**src/rtl/seq_mult_sa.sv**
```systemverilog
// Sequential shift-add multiplier: WIDTH-bit operands, 2*WIDTH-bit product, unsigned or two's-complement per operation.
// Optional early exit when the remaining multiplier is zero: define SEQ_MULT_EARLY_EXIT_EN.
module seq_mult_sa #(
  parameter int WIDTH = 8,
  localparam int CNT_W = $clog2(WIDTH) + 1
) (
  input  logic                 CLK,
  input  logic                 RST,
  input  logic                 START,
  input  logic [WIDTH-1:0]     A,
  input  logic [WIDTH-1:0]     B,
  input  logic                 SIGNED_MODE,
  output logic [2*WIDTH-1:0]   P,
  output logic                 BUSY,
  output logic                 DONE,
  output logic [1:0]           state_dbg
);

  // Handshake: START is accepted on any rising edge seen in IDLE; BUSY is high
  // from that edge until the result edge; DONE pulses for one cycle with P valid.
  typedef enum logic [1:0] {
    IDLE = 2'd0,
    CALC = 2'd1,
    FIN  = 2'd2
  } state_t;

  state_t               state, state_n;
  logic [2*WIDTH-1:0]   mcand;
  logic [2*WIDTH-1:0]   acc;
  logic [WIDTH-1:0]     mplier;
  logic [CNT_W-1:0]     cnt;
  logic                 neg;
  logic [2*WIDTH-1:0]   p_q;
  logic                 busy_q;
  logic                 done_q;
  logic [WIDTH-1:0]     abs_a;
  logic [WIDTH-1:0]     abs_b;
  logic                 last_iter;

  // The most-negative value negates to itself, which read unsigned is exactly 2^(W-1).
  assign abs_a = (SIGNED_MODE && A[WIDTH-1]) ? (~A + 1'b1) : A;
  assign abs_b = (SIGNED_MODE && B[WIDTH-1]) ? (~B + 1'b1) : B;

`ifdef SEQ_MULT_EARLY_EXIT_EN
  assign last_iter = (cnt == CNT_W'(WIDTH - 1)) || (mplier[WIDTH-1:1] == '0);
`else
  assign last_iter = (cnt == CNT_W'(WIDTH - 1));
`endif

  always_ff @(posedge CLK or posedge RST) begin
    if (RST) state <= IDLE;
    else     state <= state_n;
  end

  always_comb begin
    state_n = state;
    case (state)
      IDLE:    if (START) state_n = CALC;
      CALC:    if (last_iter) state_n = FIN;
      FIN:     state_n = IDLE;
      default: state_n = IDLE;
    endcase
  end

  always_ff @(posedge CLK or posedge RST) begin
    if (RST) begin
      mcand  <= '0;
      acc    <= '0;
      mplier <= '0;
      cnt    <= '0;
      neg    <= 1'b0;
      p_q    <= '0;
      busy_q <= 1'b0;
      done_q <= 1'b0;
    end else begin
      case (state)
        IDLE: begin
          done_q <= 1'b0;
          if (START) begin
            neg    <= SIGNED_MODE & (A[WIDTH-1] ^ B[WIDTH-1]);
            mcand  <= {{WIDTH{1'b0}}, abs_a};
            mplier <= abs_b;
            acc    <= '0;
            cnt    <= '0;
            busy_q <= 1'b1;
          end
        end
        CALC: begin
          if (mplier[0]) acc <= acc + mcand;
          mcand  <= mcand << 1;
          mplier <= mplier >> 1;
          cnt    <= cnt + CNT_W'(1);
        end
        FIN: begin
          p_q    <= neg ? (~acc + 1'b1) : acc;
          done_q <= 1'b1;
          busy_q <= 1'b0;
        end
        default: begin
          done_q <= 1'b0;
          busy_q <= 1'b0;
        end
      endcase
    end
  end

  assign P         = p_q;
  assign BUSY      = busy_q;
  assign DONE      = done_q;
  assign state_dbg = state;

endmodule

```
**config.mk**
```make
export PLATFORM = sky130hd
export DESIGN_NAME = seq_mult_sa
export DESIGN_NICKNAME = d
export VERILOG_FILES = /design/src/rtl/seq_mult_sa.sv
export SDC_FILE = /design/constraint.sdc
export NUM_CORES = 1
export LEC_CHECK = 0
export ABC_CLOCK_PERIOD_IN_PS = 3330
export CAP_MARGIN = 20
export CORE_ASPECT_RATIO = 1.75
export CORE_MARGIN = 2
export CORE_UTILIZATION = 61
export DETAILED_ROUTE_END_ITERATION = 8
export MAX_ROUTING_LAYER = met4
export PLACE_DENSITY = 0.84
export SYNTH_ARGS = -nofsm -noshare
export SYNTH_HDL_FRONTEND = slang
export SYNTH_SLANG_ARGS = --single-unit
```
**constraint.sdc**
```tcl
create_clock -name CLK -period 3.33 [get_ports CLK]
set_input_delay 0.4995 -clock CLK [delete_from_list [all_inputs] [get_ports CLK]]
set_output_delay 0.4995 -clock CLK [all_outputs]
set_load 0.005 [all_outputs]
```
==> results.cfg <==
[layout]
syn_to_final_growth_pct = 17.9
drive_gt1_frac = 0.0670
fillers = 506
nNetsFinal = 499
n_antenna_cell = 0
fin_cells = 543

[die]
initial_utilization = 0.622
placementRows = 38
coreArea_sq_mm = 0.00609
io_pins = 40
die_w_microns = 63.6
fp.dieH_microns = 108
die-area_sq_mm = 0.00688

[sta]
finalHoldViolCount = 0
fin_crit_ns = 2.25
hold_ws_ns = 0.480
relSlewSlack = 0.416
setup_viol = 0
drv_slew = 0
setup_ws_ns = 1.08
rsz0062_at_grt = no
worst_pin_slew_ns = 0.874
final.setup.tns_ns = 0
timing.fmax_mhz = 444
final.period_utilization = 0.676
clock_skew_ns = 0.0122

[route]
wl_microns = 8020
viasPerCell = 5.87
drt-wirelength-per-cell_microns = 14.8
first_iter_violations = 124
vias = 3190
drtPass1Iterations = 6
ant_nets = 0
remaining_drc_errors = 0

[setup_path]
critPathRequiredTime_ns = 3.61
path_cells = ha_1, inv_1, fa_1, nor2b_1, o2111ai_1, nand3b_1, a21oi_1, or4b_1, nand3_1
crit_fanout = 4
worstPathArrival_ns = 2.53
worstSetupPathType = reg2reg
cp-end-kind = flip-flop
max_stage_delay_ns = 0.47
start_kind = flip-flop
slowest_stage = or4b_1

[synthesis]
synth_mux_area_frac = 0.00793
ys_seq_elements = 65
yosysMostFrequentCell = nand2_1
synth_warnings = 0
yosysTopAreaCellShare = 0.430
synth-edff-count = 0
synthXorXnorAreaFrac = 0.0833
synthesis.nets = 459
synth-main-ff-cell = dfrtp_1
synth-seq-area-share = 0.430
synth_cell_types = 52
syn-cell-area_sq_mm = 0.00379
synthTopCellsByCount = nand2_1, dfrtp_1, o21ai_1
synth-compound-area-share = 0.194
synth_area_leaders = dfrtp_1, nand2_1, ha_1
synth_area_leader_cell = dfrtp_1
synth_adder_area_share = 0.0681
synth_cells = 419
async_reset_ff_frac = 1.00
syn_area_per_cell_sq_um = 9.04
synth_top_family_by_area = compound AO/OA/AOI/OAI gates
synth-simple-area-share = 0.186

[pwr]
total_power_uw = 4110
ir_drop_v = 0.000534
p_leak_uw = 0.00199
p_per_area_mw_per_mm2 = 920

[hold_path]
min_path_type = reg2reg

[clock_network]
cts_setup_buffers = 0
clock_sinks = 65
cts_max_level = 3
cts_tree = built
clockRootBuffer = clkbuf_8
clkTransAtPathRegs_ns = 0.07
clk_latency_ns = 0.35
cts_made_buffers = 9
clk_path_buf_depth = 2
postCtsResizedCells = 0
postCtsHoldBufs = 0

[grt]
grt_pass1_wl_microns = 13800
grt_use_total = 0.267
grt_max_degree = 38
antenna_found_initial = 0
grt_overflow = 0
grt_pass1_vias = 3118

[outcome]
status = finished clean

[placement]
portBuffers = 39
dpl.hpwl_microns = 6150
gp_congestion = 0.923
place_ws_ns = 1.08
dpl.cell_count = 528

[flow_run]
cap_violations = 0
==> flip-flops by register name, indices dropped and copies added, names as in the netlist <==
name and cells:
P 16, acc 16, mcand 16, mplier 8, cnt 4, state_dbg 2, BUSY 1, DONE 1
neg 1
==> layout make-up <==
class,count,area [sq um],area share
Multi-Input combinational cell,323,2050,0.458
Sequential cell,65,1630,0.364
Timing Repair Buffer,46,443,0.0992
Clock buffer,12,155,0.0348
Tap cell,80,100,0.0224
Inverter,14,52.6,0.0118
Clock inverter,3,40.0,0.00897
==> critical path, delay by kind of cell, from the launching register on <==
family	cells	cell delay, ns
adders and majority gates	2	0.59
and+or+nand+nor	4	0.88
DFF	1	0.41
AOI/OAI and AO/OA	2	0.25
buffers and inverters	1	0.05
==> final timing paths <==
check                      slack, ns      to   start  cells after the start
max reg2reg                     1.08  acc[8]  acc[0]                      9
min reg2reg                     0.48    DONE    DONE                      2
min                             0.48    DONE    DONE                      2
min in group asynchronous       0.61  acc[4]     RST                      2
max                             1.08  acc[8]  acc[0]                      9
max in group asynchronous       2.01   P[13]     RST                      3
==> layout by cell type, fill, tap and decap left out, drive strengths merged, types with 10 or more instances in the layout <==
cell           instances
a21oi                 13
a22oi                 12
clkbuf                12
clkdlybuf4s50         39
dfrtp                 65
ha                    19
inv                   14
nand2                 73
nand3                 14
nor2                  18
nor3                  10
o21ai                 57
xnor2                 13
xor2                  23
==> cells by family (layout without fill, tap and decap cells) <==
group | count (synthesis) | in the layout
AOI/OAI and AO/OA | 117 | 117
xor gates and xnor gates | 36 | 36
adders and majority gates | 20 | 20
buffers and inverters | 31 | 75
DFF | 65 | 65
muxes | 3 | 3
and+or+nand+nor | 147 | 147
==> where the power goes <==
| group | switching [uW] | leakage, uW | internal (uW) |
|---|---|---|---|
| clock | 298 | 0.000102 | 380 |
| combinational | 1080 | 0.00105 | 902 |
| sequential | 333 | 0.000843 | 1110 |
| total | 1720 | 0.00199 | 2390 |
==> through the flow <==
stage                util  area, sq um
CTS                 0.733         4460
finish              0.733         4460
detailed placement  0.701         4270
global route        0.733         4460
floorplan               -         3790
global placement    0.701         4270
==> routing by layer <==
metal  vias up  global-route usage  wire length [microns]
met5         -                   -                      0
li1       1585                   -                      -
met1      1525               0.274                   3110
met2        59               0.483                   4510
met3        21              0.0614                    199
met4         0               0.113                    193
No activity file was read; power rests on OpenSTA's default activity.
